--- config.mk ---
export PLATFORM = sky130hd
export DESIGN_NAME = nexys_sevseg_scan
export DESIGN_NICKNAME = d
export VERILOG_FILES = /design/src/rtl/nexys_disp_pkg.sv /design/src/rtl/sevseg_decoder.sv /design/src/rtl/nexys_sevseg_scan.sv
export SDC_FILE = /design/constraint.sdc
export NUM_CORES = 1
export LEC_CHECK = 0
export ABC_AREA = 0
export BUFFER_PORTS_ARGS = -buffer_cell sky130_fd_sc_hd__buf_2
export CORE_ASPECT_RATIO = 1.25
export CORE_MARGIN = 2
export CORE_UTILIZATION = 50
export CTS_BUF_LIST = sky130_fd_sc_hd__clkbuf_16
export CTS_CLUSTER_SIZE = 10
export DETAILED_ROUTE_END_ITERATION = 8
export PLACE_DENSITY_LB_ADDON = 0.12
export SYNTH_ARGS = -nofsm -noshare
export SYNTH_HDL_FRONTEND = slang
export SYNTH_HIERARCHICAL = 1
export SYNTH_SLANG_ARGS = --single-unit
export TNS_END_PERCENT = 10
--- constraint.sdc ---
create_clock -name CLK100 -period 6.63 [get_ports CLK100]
set_clock_uncertainty 0.05 [all_clocks]
set_input_delay 0.663 -clock CLK100 [delete_from_list [all_inputs] [get_ports CLK100]]
set_output_delay 0.663 -clock CLK100 [all_outputs]
set_load 0.01 [all_outputs]
--- src/rtl/nexys_disp_pkg.sv ---
// nexys_disp_pkg: shared 7-segment constants and hex-to-cathode decode table.
package nexys_disp_pkg;

    localparam logic [6:0] SEG_BLANK = 7'h7F;

    // Cathode order {CA..CG}, active-low
    function automatic logic [6:0] hex2seg(input logic [3:0] h);
        case (h)
            4'h0:    hex2seg = 7'b0000001;
            4'h1:    hex2seg = 7'b1001111;
            4'h2:    hex2seg = 7'b0010010;
            4'h3:    hex2seg = 7'b0000110;
            4'h4:    hex2seg = 7'b1001100;
            4'h5:    hex2seg = 7'b0100100;
            4'h6:    hex2seg = 7'b0100000;
            4'h7:    hex2seg = 7'b0001111;
            4'h8:    hex2seg = 7'b0000000;
            4'h9:    hex2seg = 7'b0000100;
            4'hA:    hex2seg = 7'b0001000;
            4'hB:    hex2seg = 7'b1100000;
            4'hC:    hex2seg = 7'b0110001;
            4'hD:    hex2seg = 7'b1000010;
            4'hE:    hex2seg = 7'b0110000;
            default: hex2seg = 7'b0111000;
        endcase
    endfunction

endpackage

--- src/rtl/sevseg_decoder.sv ---
// sevseg_decoder: one digit's cathode pattern and DP level, blanked when disabled.
module sevseg_decoder
    import nexys_disp_pkg::*;
(
    input  logic [3:0] hex_i,
    input  logic       dp_i,
    input  logic       en_i,
    output logic [6:0] seg_o,
    output logic       dp_o
);

    assign seg_o = en_i ? hex2seg(hex_i) : SEG_BLANK;
    assign dp_o  = ~(en_i & dp_i);

endmodule

--- src/rtl/nexys_sevseg_scan.sv ---
// nexys_sevseg_scan: double-buffered multiplexed scanner for the Nexys 7-segment bank.
// Define SEVSEG_DIM_EN to add brightness_i and PWM dimming of the active anode.
module nexys_sevseg_scan
    import nexys_disp_pkg::*;
#(
    parameter int DIGITS  = 8,
    parameter int REFRESH = 1000
) (
    input  logic                  CLK100,
    input  logic                  resetn,
    input  logic [4*DIGITS-1:0]   hex_i,
    input  logic [DIGITS-1:0]     dp_i,
    input  logic [DIGITS-1:0]     en_i,
    input  logic                  update_i,
`ifdef SEVSEG_DIM_EN
    input  logic [3:0]            brightness_i,
`endif
    output logic [6:0]            seg_o,
    output logic                  dp_o,
    output logic [DIGITS-1:0]     an_o,
    output logic                  frame_o
);

    localparam int CNT_W = $clog2(REFRESH);
    localparam int IDX_W = $clog2(DIGITS);

    logic [CNT_W-1:0]    cnt_q, cnt_d;
    logic [IDX_W-1:0]    idx_q, idx_d, nidx;
    logic [4*DIGITS-1:0] sh_hex_q, sh_hex_d;
    logic [DIGITS-1:0]   sh_dp_q, sh_dp_d, sh_en_q, sh_en_d;
    logic [DIGITS-1:0]   an_q, an_d;
    logic [6:0]          seg_q, seg_d, dec_seg;
    logic                dp_q, dp_d, dec_dp, frame_q, frame_d, boundary;

    // Decode the digit being entered so anode and cathodes load on the same edge
    sevseg_decoder u_dec (
        .hex_i (sh_hex_q[{nidx, 2'b00} +: 4]),
        .dp_i  (sh_dp_q[nidx]),
        .en_i  (sh_en_q[nidx]),
        .seg_o (dec_seg),
        .dp_o  (dec_dp)
    );

    always_comb begin
        boundary = cnt_q == CNT_W'(REFRESH - 1);
        nidx     = (idx_q == IDX_W'(DIGITS - 1)) ? '0 : idx_q + 1'b1;
        cnt_d    = boundary ? '0 : cnt_q + 1'b1;
        idx_d    = boundary ? nidx : idx_q;
        sh_hex_d = update_i ? hex_i : sh_hex_q;
        sh_dp_d  = update_i ? dp_i : sh_dp_q;
        sh_en_d  = update_i ? en_i : sh_en_q;
        an_d     = boundary ? (sh_en_q[nidx] ? ~(DIGITS'(1) << nidx) : '1) : an_q;
        seg_d    = boundary ? dec_seg : seg_q;
        dp_d     = boundary ? dec_dp : dp_q;
        frame_d  = boundary && (nidx == '0);
    end

    always_ff @(posedge CLK100 or negedge resetn) begin
        if (!resetn) begin
            cnt_q    <= '0;
            idx_q    <= IDX_W'(DIGITS - 1);
            sh_hex_q <= '0;
            sh_dp_q  <= '0;
            sh_en_q  <= '0;
            an_q     <= '1;
            seg_q    <= SEG_BLANK;
            dp_q     <= 1'b1;
            frame_q  <= 1'b0;
        end else begin
            cnt_q    <= cnt_d;
            idx_q    <= idx_d;
            sh_hex_q <= sh_hex_d;
            sh_dp_q  <= sh_dp_d;
            sh_en_q  <= sh_en_d;
            an_q     <= an_d;
            seg_q    <= seg_d;
            dp_q     <= dp_d;
            frame_q  <= frame_d;
        end
    end

`ifdef SEVSEG_DIM_EN
    logic [3:0] duty_q, duty_d;

    assign duty_d = duty_q + 4'd1;

    always_ff @(posedge CLK100 or negedge resetn) begin
        if (!resetn) duty_q <= '0;
        else         duty_q <= duty_d;
    end

    assign an_o = an_q | {DIGITS{duty_q >= brightness_i}};
`else
    assign an_o = an_q;
`endif

    assign seg_o   = seg_q;
    assign dp_o    = dp_q;
    assign frame_o = frame_q;

endmodule

## After elaboration in Yosys (flattened, before gate mapping)

Memory sizes are Yosys's and may differ from the RTL's.
Cells that the tools add are included.

| word-level totals | value |
|---|---|
| register bits after elaboration | 78 |
| ROM bits | 112 |
| input port bits | 51 |
| output and inout port bits | 17 |
| memories kept | 1 |

Memories:

| memory | depth | width | rd ports | clocked after Yosys merged registers in | write ports | RTL line | text |
|---|---|---|---|---|---|---|---|
| (no name shown) | 16 | 7 | 1 | 0 | 0 | nexys_disp_pkg.sv:8 | `case (h)` |

| operators by class | value |
|---|---|
| add/subtract/negate cells | 2 |
| $lt $le $gt $ge | 1 |
| equal/unequal tests | 2 |
| shifts and indexed selects | 2 |
| multiplexer cells | 8 |
| bitwise operators | 3 |
| reduce and logical (&&, ||, !) cells | 2 |

Operator list:

| cell | count |
|---|---|
| 32-bit by 6-bit variable part select with 4-bit output | 1 |
| 10-bit by 1-bit adder with 10-bit output (second input constant) | 1 |
| 10-bit equality test (second input constant) | 1 |
| 10-bit 2-to-1 mux | 1 |
| 8-bit 2-to-1 mux | 1 |
| 8-bit NOT | 1 |
| 1-bit by 3-bit left shift with 8-bit output (first input constant) | 1 |
| 7-bit 2-to-1 mux | 1 |
| 1-bit binary-select mux with 3-bit select | 2 |
| 3-bit by 4-bit < comparator with 1-bit output (second input constant) | 1 |
| 3-bit by 1-bit adder with 3-bit output (second input constant) | 1 |
| 3-bit equality test (second input constant) | 1 |
| 3-bit logical NOT | 1 |
| 3-bit 2-to-1 mux | 1 |
| 1-bit 2-to-1 mux | 2 |
| 1-bit bitwise AND | 1 |
| 1-bit logical AND | 1 |
| 1-bit NOT | 1 |

## Depth between registers and ports, before layout

| depth | value |
|---|---|
| word-level depth | 6 |
| mapped depth | 12 |

## By module

Netlist, hierarchy kept.

Modules (own cells, without submodules):

| module | instances | cells an instance | area an instance (sq um) |
|---|---|---|---|
| nexys_sevseg_scan | 1 | 249 | 3565.9 |
| sevseg_decoder | 1 | 38 | 307.8 |

## Worst setup path after synthesis

No wires, ideal clock.

| path | value |
|---|---|
| path type | register -> register |
| start point | register idx_q[0] |
| end point | register seg_q[3], in the netlist seg_o[3] |
| setup time | 0.059 ns |
| arrival time | 3.088 ns |
| data required time | 6.521 ns |
| slack | 3.433 ns |
| stages on the path, launching flop included | 13 |
| buffers on the path | 2 |
| period minus slack after synthesis | 3.197 ns |
| cells stage by stage | dfstp_2 > ha_1 > ha_1 > or2_1 > buf_6 > buf_6 > mux2_1 > mux4_2 > inv_1 > ha_1 > or2_2 > a32oi_1 > mux2_2 |

| on the way | value |
|---|---|
| cells in the longest elaborated chain, start to end | 5 |
| elaborated cells on any way between the ends | 8 |
| classes of those cells | add/sub (1); eq/ne (1); shift (1); mux (4); memory (1) |

Ends and longest elaborated chain:

| what | RTL line | text |
|---|---|---|
| start: declaration | nexys_sevseg_scan.sv:28 | `logic [IDX_W-1:0] idx_q, idx_d, nidx;` |
| start signal: assignment | nexys_sevseg_scan.sv:61 | `idx_q <= IDX_W'(DIGITS - 1);` |
| start signal: assignment | nexys_sevseg_scan.sv:71 | `idx_q <= idx_d;` |
| 3-bit by 1-bit adder with 3-bit output or 3-bit equality test (tied branches) | nexys_sevseg_scan.sv:46 | `nidx = (idx_q == IDX_W'(DIGITS - 1)) ? '0 : idx_q + 1'b1;` |
| 3-bit 2-to-1 mux * | nexys_sevseg_scan.sv:46 |  |
| 32-bit by 6-bit variable part select with 4-bit output or 1-bit binary-select mux with 3-bit select (tied branches) | nexys_sevseg_scan.sv:37, nexys_sevseg_scan.sv:39 |  |
| memory 16 x 7 bit or 1-bit 2-to-1 mux (tied branches) | - |  |
| 7-bit 2-to-1 mux * | sevseg_decoder.sv:12 | `assign seg_o = en_i ? hex2seg(hex_i) : SEG_BLANK;` |
| net dec_seg[3] | nexys_sevseg_scan.sv:32 | `logic [6:0] seg_q, seg_d, dec_seg;` |
| end signal: assignment | nexys_sevseg_scan.sv:76 | `seg_q <= seg_d;` |
| end: declaration | nexys_sevseg_scan.sv:32 |  |

The timed path passes the listed nets; every way through them passes the cells marked *. The select of a mux whose other input is x is not followed.
A chain may end at the register's enable or synchronous reset.

## Worst setup path in the final report

Ends and elaborated chain as after synthesis.

==> impl_results.md <==
* Status: finished, final reports clean
* Post-synth cell types at 46
* Layout cell share with drive strength beyond 1 at 50.6%
* Fin crit share at 56.4%
* HP Class: reg -> reg
* Vias post-DR at 2528
* Register area share after synthesis at 51.0%
* # resized after CTS at 0
* Post-synthesis area per instance at 13.5 sq um
* Slowest CP cell: or2_1
* Site Rows at 35
* RSZ-0062 raised after global routing: no
* Top-area cell type share of the netlist area at 38.1%
* DP Area at 4240 sq um
* Final hold viol count at 0
* Layout Cells excl Fill at 446
* Clock Pin Slew Worst Setup and Hold Paths at 0.06 ns
* I/O Pins at 68
* Syn. warnings at 6
* ANT cells at 0
* First-pass GRT wire length at 12700 microns
* Cells after Synth at 287
* DRC at 0
* Largest net degree at the start of global routing at 79
* Die Y at 102 microns
* # Max-Cap Violations at 0
* Hold Slack at 0.432 ns
* Crit path top cell by count: ha_1
* Starting density of the core at 52.0%
* DRT Pass-1 Iters at 4
* Total congestion overflow at 0
* Primary FF master, synth: dfrtp_1
* CP Class: reg -> reg
* Placed insts at 430
* PortBufs at 67
* PwrDens at 255 nW/um^2
* Min Tclk post-route at 3.74 ns
* Crit-path max FO at 18
* Die area at 8470 sq um
* Leakage at 2.04 nW
* Mapped Nets at 352
* Crit-path cells: ha_1 > ha_1 > or2_1 > mux2_2 > mux4_2 > inv_1 > ha_1 > or2_2 > a32oi_1 > mux2_2
* Final TNS setup at 0 ns
* Clock latency on the worst-skew pair at 0.33 ns
* Slew Viols, Final at 0
* WP data required at 6.86 ns
* Critical Path End Type: register
* CTS max path bufs at 2
* Placed wire-length estimate at 5150 microns
* Max_slew headroom at 31.4%
* Core area at 7440 sq um
* Mapped Area at 3870 sq um
* Final #Nets at 414
* Initial antenna violation count at 0
* Routed Wire Length at 7480 microns
* Post-CTS Setup Inserts at 0
* Starting DRT DRC Count at 62
* Peak supply drop at 0.143 mV
* EDFF count, synth at 0
* Yosys reg bits at 78
* WL per Instance at 16.8 microns
* TritonCTS clock tree: built
* Total Power at 1.16 mW
* Worst Max-Slew Pin Slew at 1.03 ns
* Arrival time worst endpoint at 3.97 ns
* Achievable Freq at 0.267 GHz
* Ys async rst share at 100%
* Die X at 82.7 microns
* CP max stage delay at 0.64 ns
* GR Util All Layers at 20.1%
* Vias/cell at 5.67
* Startpoint types: register
* Vias in the first global route at 2575
* Final setup vio count at 0
* Top post-synthesis cells by area: dfrtp_1, mux2_2, dfstp_2, ha_1, mux4_2
* CTS Root Cell: clkbuf_16
* CTS Buf Count at 9
* Synth area leader: dfrtp_1
* Gp weighted congestion at 0.731
* Fin area at 4560 sq um
* Antenna Nets Post-Route at 0
* Cts hold-fix bufs at 0
* H-Tree Depth at 3
* Clk sinks at 78
* Layout area overhead at 17.7%
## cell usage after synthesis (2+ instances only)
| cell type | number |
|---|---|
| a41oi_1 | 7 |
| nand3_1 | 5 |
| nand2b_1 | 2 |
| dfrtp_1 | 59 |
| xor2_1 | 2 |
| and3_1 | 2 |
| o31a_1 | 2 |
| or2_2 | 2 |
| nand4_1 | 2 |
| a32oi_1 | 2 |
| a31oi_1 | 7 |
| a21oi_1 | 5 |
| clkbuf_1 | 4 |
| and2_1 | 4 |
| nor2_1 | 4 |
| o21ai_1 | 2 |
| mux2_1 | 6 |
| nor2b_1 | 3 |
| ha_1 | 14 |
| dfstp_2 | 19 |
| buf_1 | 5 |
| buf_4 | 2 |
| o21ai_0 | 6 |
| mux2i_1 | 8 |
| or3_1 | 4 |
| mux2_2 | 66 |
| buf_6 | 3 |
| o311ai_1 | 2 |
| inv_1 | 9 |
| buf_2 | 3 |
| nand2_1 | 5 |
| mux4_2 | 7 |
## worst max-delay path: cells and delay by family (launching register included)
family,cells,cell delay [ns]
fa+ha+maj,3,0.61
mux,3,1.12
simple gates,2,0.94
compound gates,1,0.17
flops,1,0.62
buf+inv,1,0.17
## routing by layer
metal | vias up | track usage, % | part of all wire (%)
met5 | - | 0 | 0
met1 | 1268 | 27.7 | 45
met2 | 63 | 30.4 | 49
li1 | 1185 | - | -
met3 | 12 | 5.21 | 4.1
met4 | 0 | 7.69 | 1.9
## report_power, final
part           switching, mW  internal, mW  total, mW
clock network          0.195         0.331      0.526
registers             0.0152         0.506      0.521
logic                 0.0518        0.0633      0.115
total                  0.262         0.900       1.16
## registers in the layout (all words and copies together), names as in the netlist
signal    cells
seg_o         7
sh_hex_q     32
cnt_q        10
sh_dp_q       8
frame_o       1
idx_q         3
dp_o          1
an_o          8
sh_en_q       8
## metrics by stage
step | util [%] | worst slack (ns)
2_1_floorplan | - | 3.43
3_3_place_gp | 56.9 | 3.02
3_5_place_dp | 56.9 | 2.89
4_1_cts | 61.2 | 2.86
5_1_grt | 61.2 | 2.68
6_report | 61.2 | 2.89
## kinds of logic (layout without fill, tap and decap cells)
kind of cell             Yosys count  after routing  share of synthesized area (%)
adder cells (fa/ha/maj)           14             14                           4.52
buffers and inverters             27             94                           3.49
multiplexers                      88             88                           27.5
AND/OR/NAND/NOR                   38             38                           5.65
flip-flops                        78             78                           51.0
AO/OA/AOI/OAI                     39             39                           7.20
XOR/XNOR                           3              3                          0.678
## path summary, 6_finish.rpt
check	cells after the start	to	slack [ns]	start
max	10	seg_o[3]$_DFFE_PN1N_	2.89	idx_q[0]$_DFFE_PN1N_
min	1	cnt_q[0]$_DFF_PN0_	0.43	cnt_q[0]$_DFF_PN0_
max reg2reg	10	seg_o[3]$_DFFE_PN1N_	2.89	idx_q[0]$_DFFE_PN1N_
min reg2reg	1	cnt_q[0]$_DFF_PN0_	0.43	cnt_q[0]$_DFF_PN0_
max in group asynchronous	1	sh_hex_q[22]$_DFFE_PN0P_	5.48	resetn
min in group asynchronous	1	cnt_q[7]$_DFF_PN0_	0.45	resetn
## layout by cell type (no fill, tap or decap), drive strengths merged, types with 7 or more instances in the layout
cell type	netlist	final
a31oi	7	7
a41oi	7	7
buf	13	68
clkbuf	4	9
dfrtp	59	59
dfstp	19	19
ha	14	14
inv	9	10
mux2	73	73
mux2i	8	8
mux4	7	7
o21ai	8	8
## cell type report
cell class | instances | area, sq um
timing repair buffer | 68 | 345
sequential | 78 | 1980
tap | 92 | 115
clock buffer | 9 | 225
fill | 627 | 2890
clock inverter | 7 | 97.6
multi-input combinational | 182 | 1760
inverter | 10 | 37.5
(Power assumes the default switching activity.)
